### config.mk
export PLATFORM = sky130hd
export DESIGN_NAME = in_cond_sync_debounce
export DESIGN_NICKNAME = d
export VERILOG_FILES = /design/src/rtl/in_cond_sync_debounce.sv
export SDC_FILE = /design/constraint.sdc
export NUM_CORES = 1
export LEC_CHECK = 0
export CAP_MARGIN = 20
export CORE_MARGIN = 4
export CORE_UTILIZATION = 51
export CTS_CLUSTER_DIAMETER = 200
export DETAILED_ROUTE_END_ITERATION = 16
export GPL_ROUTABILITY_DRIVEN = 0
export PLACE_DENSITY = 0.75
export SETUP_SLACK_MARGIN = 0.02
export SLEW_MARGIN = 20
export SYNTH_ARGS = -nofsm -noshare
export SYNTH_HDL_FRONTEND = slang
export SYNTH_SLANG_ARGS = --single-unit
### constraint.sdc
create_clock -name io_in -period 1.41 [get_ports io_in]
set_input_delay 0.141 -clock io_in [delete_from_list [all_inputs] [get_ports io_in]]
set_output_delay 0.141 -clock io_in [all_outputs]
set_load 0.02 [all_outputs]
### src/rtl/in_cond_sync_debounce.sv
// in_cond_sync_debounce: four-channel pad conditioner ahead of the AND detector.
// Each raw input is double-flop synchronised and debounced. The block also
// produces a registered all-high level and a one-cycle rise pulse.
// Optional build macro IN_COND_EVENT_CNT_EN adds a 2-bit rise-event counter
// with a synchronised clear. Without it, io_out[7:6] reads 2'b00.

// One debounce channel: a two-flop synchroniser followed by a stability counter.
module in_cond_deb_lane #(
  parameter int DEBOUNCE_CYCLES = 4
) (
  input  logic clk,
  input  logic reset,
  input  logic raw,
  output logic deb
);
  localparam logic [3:0] CNT_LAST = 4'(DEBOUNCE_CYCLES - 1);

  logic       s1;
  logic       s2;
  logic [3:0] cnt;

  // Synchronise, then let deb follow s2 only after CNT_LAST+1 straight disagreements.
  always_ff @(posedge clk) begin
    if (reset) begin
      s1  <= 1'b0;
      s2  <= 1'b0;
      cnt <= 4'd0;
      deb <= 1'b0;
    end else begin
      s1 <= raw;
      s2 <= s1;
      if (s2 == deb) begin
        cnt <= 4'd0;                 // any agreeing sample restarts the count
      end else if (cnt == CNT_LAST) begin
        deb <= s2;
        cnt <= 4'd0;
      end else begin
        cnt <= cnt + 4'd1;
      end
    end
  end
endmodule

module in_cond_sync_debounce #(
  parameter int DEBOUNCE_CYCLES = 4
) (
  input  logic [7:0] io_in,
  output logic [7:0] io_out
);
  localparam int NUM_LANES = 4;

  logic                 clk;
  logic                 reset;
  logic [NUM_LANES-1:0] raw;
  logic [NUM_LANES-1:0] deb;
  logic                 all_hi;
  logic                 all_rise;
  logic [1:0]           evt_cnt;
  logic                 rise_cond;

  assign clk   = io_in[0];
  assign reset = io_in[1];
  assign raw   = io_in[5:2];

  for (genvar k = 0; k < NUM_LANES; k++) begin : g_lane
    in_cond_deb_lane #(
      .DEBOUNCE_CYCLES(DEBOUNCE_CYCLES)
    ) u_lane (
      .clk  (clk),
      .reset(reset),
      .raw  (raw[k]),
      .deb  (deb[k])
    );
  end

  // All channels high now but not last cycle: the start of an all-high period.
  assign rise_cond = (&deb) & ~all_hi;

  // Registered all-high level and its single-cycle rising-edge pulse.
  always_ff @(posedge clk) begin
    if (reset) begin
      all_hi   <= 1'b0;
      all_rise <= 1'b0;
    end else begin
      all_hi   <= &deb;
      all_rise <= rise_cond;
    end
  end

`ifdef IN_COND_EVENT_CNT_EN
  logic clr_s1;
  logic clr_s2;
  logic unused_in;

  assign unused_in = io_in[7];

  // Count rise events modulo 4; a synchronised clear overrides a same-cycle increment.
  always_ff @(posedge clk) begin
    if (reset) begin
      clr_s1  <= 1'b0;
      clr_s2  <= 1'b0;
      evt_cnt <= 2'b00;
    end else begin
      clr_s1 <= io_in[6];
      clr_s2 <= clr_s1;
      if (clr_s2)         evt_cnt <= 2'b00;
      else if (rise_cond) evt_cnt <= evt_cnt + 2'd1;
    end
  end
`else
  logic unused_in;

  assign unused_in = ^io_in[7:6];
  assign evt_cnt   = 2'b00;
`endif

  assign io_out = {evt_cnt, all_rise, all_hi, deb};
endmodule

[Word-level counts from Yosys, hierarchy flattened]
Index checks and enable logic that the tools add are counted.
Word-level totals
  bits of input ports: 8
  bits in registers: 30
  logic and storage cells: 45
  output and inout port bits: 8
Cells by class
  equal/unequal tests: 8
  reduce and logical (&&, ||, !) cells: 9
  bitwise operators: 6
  add/subtract/negate cells: 4
Operators with widths (count)
  4-bit by 1-bit adder with 4-bit output (second input constant): 4
  4-bit by 2-bit == test with 1-bit output (second input constant): 4
  3-bit OR reduction: 4
  2-bit AND reduction: 4
  1-bit inverter: 5
  1-bit == test: 4
  4-bit AND reduction: 1
  1-bit bitwise AND: 1

[Logic depth before layout (Yosys ltp)]
Gate-level depths: netlist of run 1.
  word-level depth: 3
  gate-level depth with buffers: 4
  mapped depth without buffers: 4

[Cells and area by module]
Synthesis of run 1 repeated with hierarchy kept, for this count alone.
Second synthesis, totals
  cells, all modules: 103
  area, all modules: 1091.0 um^2
Modules (own cells, without submodules)
  in_cond_deb_lane: area an instance 247.7 um^2, seq. area each 140.1 um^2, cells an instance 23, instances 4
  in_cond_sync_debounce: area an instance 100.1 um^2, seq. area each 40.0 um^2, cells an instance 11, instances 1

[Worst setup path before layout of run 1]
No wires, ideal clock.
  path kind: reg2reg
  start point: register g_lane[2].u_lane.cnt[0]
  end point: register g_lane[2].u_lane.cnt[2]
  path buffers: 0
  setup time: 0.064 ns
  period minus slack after synthesis: 1.197 ns
  setup slack: 0.213 ns
  arrival time: 1.133 ns
  cell stages (with the launch flop): 5
  data required time: 1.346 ns
  cell sequence: dfxtp_1 -> ha_1 -> nor3b_2 -> or3_4 -> nor2_1
Between the ends
  word-level cells in the longest chain between the ends: 2
  elaborated cells on any way between the ends: 3
  those cells by class: 1 x add/sub; 1 x eq/ne; 1 x reduce/logical
Ends and longest elaborated chain
  from (decl): line 20  | logic [3:0] cnt;
  from (signal assigned): line 38  | cnt <= cnt + 4'd1;
  parallel branches: the longest is 2 deep, another holds 4-bit by 1-bit adder with 4-bit output
Parallel ways; which one is timed is not known.
A chain may end at the register's enable or synchronous reset.

==> results of run 1 <==
==> cell usage after synthesis <==
master	n
xor2_1	4
or3_4	4
ha_1	4
conb_1	1
nor2_1	21
clkbuf_1	1
xnor2_1	8
buf_4	8
nor2b_1	8
nand4_1	1
nor3b_2	4
dfxtp_1	30
nor3_1	1
nand3_1	4
inv_1	4
mux2i_1	4
==> where the power goes <==
part | switching, W | internal (W) | leakage, nW
logic | 0.00000476 | 0 | 0.232
registers | 0 | 0.000947 | 0.263
clock network | 0.000962 | 0.00120 | 0.186
total | 0.000966 | 0.00214 | 0.681
==> cell type report <==
| cell class | count | area (um^2) |
|---|---|---|
| clock buffer | 24 | 184 |
| fill | 137 | 497 |
| tap | 27 | 33.8 |
| multi-input combinational | 65 | 551 |
| sequential | 30 | 611 |
| clock inverter | 1 | 5.00 |
| timing repair buffer | 18 | 146 |
| inverter | 4 | 15.0 |
==> worst paths after layout <==
kind,from,end,slack [ps],depth (start not counted)
worst max register to register,g_lane[3].u_lane.cnt[1],g_lane[3].u_lane.cnt[3],70,5
worst min register to register,g_lane[0].u_lane.s1,g_lane[0].u_lane.s2,450,1
worst max-delay path,io_in[1],g_lane[1].u_lane.cnt[2],50,5
worst min-delay path,io_in[3],g_lane[1].u_lane.s1,-190,1
==> cell families after synthesis <==
logic type                 after synthesis  share of synthesized area
other                                    1                    0.00331
xor gates and xnor gates                12                     0.0927
DFF                                     30                      0.530
muxes                                    4                     0.0353
and+or+nand+nor                         43                      0.225
adders and majority gates                4                     0.0442
buffers and inverters                   13                     0.0695
==> state kept, by name, summed over array words and instances, names as in the netlist <==
| name | cells |
|---|---|
| all_rise | 1 |
| g_lane.u_lane.cnt | 16 |
| g_lane.u_lane.s1 | 4 |
| g_lane.u_lane.deb | 4 |
| g_lane.u_lane.s2 | 4 |
| all_hi | 1 |
==> critical path, stage by stage <==
cell and delay [ps]:
clkbuf_4 130, clkbuf_8 140, or3_4 390, buf_4 160, nor2_2 90
==> what timing repair did <==
action,4_1_cts,5_1_grt
buffers inserted,12,3
gates resized for setup,28,8
cloned,0,0
setup endpoints to repair,25,11
pin swaps,4,3
==> metrics by stage <==
| step | hold WS (ps) | power, W | cell area [um^2] |
|---|---|---|---|
| floorplan | 71.6 | 0.00164 | 1140 |
| global placement | 71.6 | 0.00157 | 1170 |
| detailed placement | 71.6 | 0.00157 | 1170 |
| CTS | -197 | 0.00309 | 1510 |
| global route | -204 | 0.00344 | 1550 |
| finish | -193 | 0.00311 | 1550 |
==> per-layer routing <==
metal,up-vias,global-route usage,part of all wire
met2,43,0.256,0.51
met4,0,0.478,0.041
met1,386,0.136,0.36
li1,400,-,-
met3,16,0.295,0.089
met5,-,0.0417,0
==> load_flow_metrics.sql, run 1 <==
INSERT INTO impl_metrics (metric_group, metric, value, unit) VALUES
('routing', 'drt_pass_1_iters', '6', ''),
('die', 'initial_core_util', '0.555', ''),
('cells_and_area', 'layout_common_cells', 'dfxtp_1 (22), buf_4 (17), nor2_1 (16), clkbuf_4 (12)', ''),
('global_route', 'first_global_vias', '1112', ''),
('sta', 'timing.final.ws_setup', '50.8', 'ps'),
('sta', 'unrepaired_setup_endpoints_after_global_routing', 'yes', ''),
('routing', 'residual_antenna_violating_net_count_after_detailed_routing', '0', ''),
('flow_run', 'max-cap-violations', '0', ''),
('critical_path', 'timing_worst_setup_path_type', 'clock port to register', ''),
('routing', 'num_vias', '845', ''),
('logic_synthesis', 'post_synth_main_area_contributors', 'dfxtp_1 (53%), nor2_1 (7.0%), xnor2_1 (6.2%)', ''),
('logic_synthesis', 'ys_ff_latch', '30', ''),
('die', 'chipWidth', '55.1', 'um'),
('logic_synthesis', 'yosysWarningCount', '0', ''),
('place', 'dp.final_hpwl', '1080', 'um'),
('routing', 'drt-initial-drc-count', '29', ''),
('global_route', 'grt_usage', '0.249', ''),
('routing', 'drc', '0', ''),
('routing', 'vias_per_cell', '5.00', ''),
('routing', 'totalWireLength', '2370', 'um'),
('power_and_ir_drop', 'power_density', '2010', 'mW/mm^2'),
('cells_and_area', 'final_common_cell', 'dfxtp_1', ''),
('critical_path', 'critical_path_arrival', '1620', 'ps'),
('die', 'floorplan.die_area', '0.00304', 'mm^2'),
('sta', 'skew', '6.27', 'ps'),
('min_path', 'type_of_the_tightest_min_delay_check', 'clock port to register', ''),
('cells_and_area', 'area_growth_from_synthesis_to_final_layout', '36.3', '%'),
('sta', 'drv_slew', '0', ''),
('logic_synthesis', 'synthDistinctLibCells', '16', ''),
('power_and_ir_drop', 'worst_ir_drop_vdd', '0.00154', 'V'),
('cells_and_area', 'layoutNonFillerInstCount', '169', ''),
('logic_synthesis', 'synth.yosys.seq_area_share', '0.530', ''),
('logic_synthesis', 'synth_cells', '107', ''),
('clock_network', 'clkSlewWorstSetupHoldPaths', '90', 'ps'),
('logic_synthesis', 'cell_area_after_technology_mapping', '0.00113', 'mm^2'),
('sta', 'worst_hold_slack', '-193', 'ps'),
('logic_synthesis', 'synth.avg_cell_area', '10.6', 'um^2'),
('die', 'boundaryPins', '16', ''),
('sta', 'timing.setup.tns', '0', 'ps'),
('cells_and_area', 'layout.core_utilization', '0.757', ''),
('cells_and_area', 'fin_nets', '150', ''),
('clock_network', 'hold_buffers', '0', ''),
('place', 'dp.cells', '132', ''),
('global_route', 'grt_first_pass_wirelength', '4110', 'um'),
('logic_synthesis', 'synth_top_area_share', '0.530', ''),
('sta', 'count_of_final_hold_check_violations', '4', ''),
('global_route', 'grt.overflow.total', '0', ''),
('critical_path', 'critPathMaxFanout', '5', ''),
('clock_network', 'worstSkewPairLatency', '310', 'ps'),
('power_and_ir_drop', 'static-leakage-power', '0.681', 'nW'),
('global_route', 'maximum_number_of_pins_on_one_net_before_global_route_repair', '10', ''),
('routing', 'detail_route.wl_per_cell', '14.0', 'um'),
('cells_and_area', 'share_of_final_layout_standard_cells_stronger_than_drive_strength_1', '0.408', ''),
('critical_path', 'crit_path_end_kind', 'register', ''),
('clock_network', 'tritoncts_clock_tree', 'yes', ''),
('global_route', 'antenna_found_initial', '0', ''),
('sta', 'timing.final.setup_violations', '0', ''),
('status', 'run_status', 'finished, violations left', ''),
('logic_synthesis', 'synth.largest_area_cell', 'dfxtp_1', ''),
('place', 'dp_slack', '172', 'ps'),
('cells_and_area', 'antenna_cells_inserted', '0', ''),
('place', 'numPortBuffers', '6', ''),
('status', 'violated_checks', 'hold timing', ''),
('die', 'coreArea', '0.00204', 'mm^2'),
('die', 'placement_rows', '16', ''),
('critical_path', 'worst_ep_required', '1670', 'ps'),
('critical_path', 'start_kind', 'clock port', ''),
('die', 'chipHeight', '55.1', 'um');
(Power assumes the default switching activity.)
==> run 2: changes to the inputs <==
--- a/config.mk
+++ b/config.mk
@@ -8,7 +8,6 @@
 export CAP_MARGIN = 20
 export CORE_MARGIN = 4
 export CORE_UTILIZATION = 51
-export CTS_CLUSTER_DIAMETER = 200
 export DETAILED_ROUTE_END_ITERATION = 16
 export GPL_ROUTABILITY_DRIVEN = 0
 export PLACE_DENSITY = 0.75
==> results of run 2 <==
No change in the layout: final DEF, timing and power equal those of run 1.
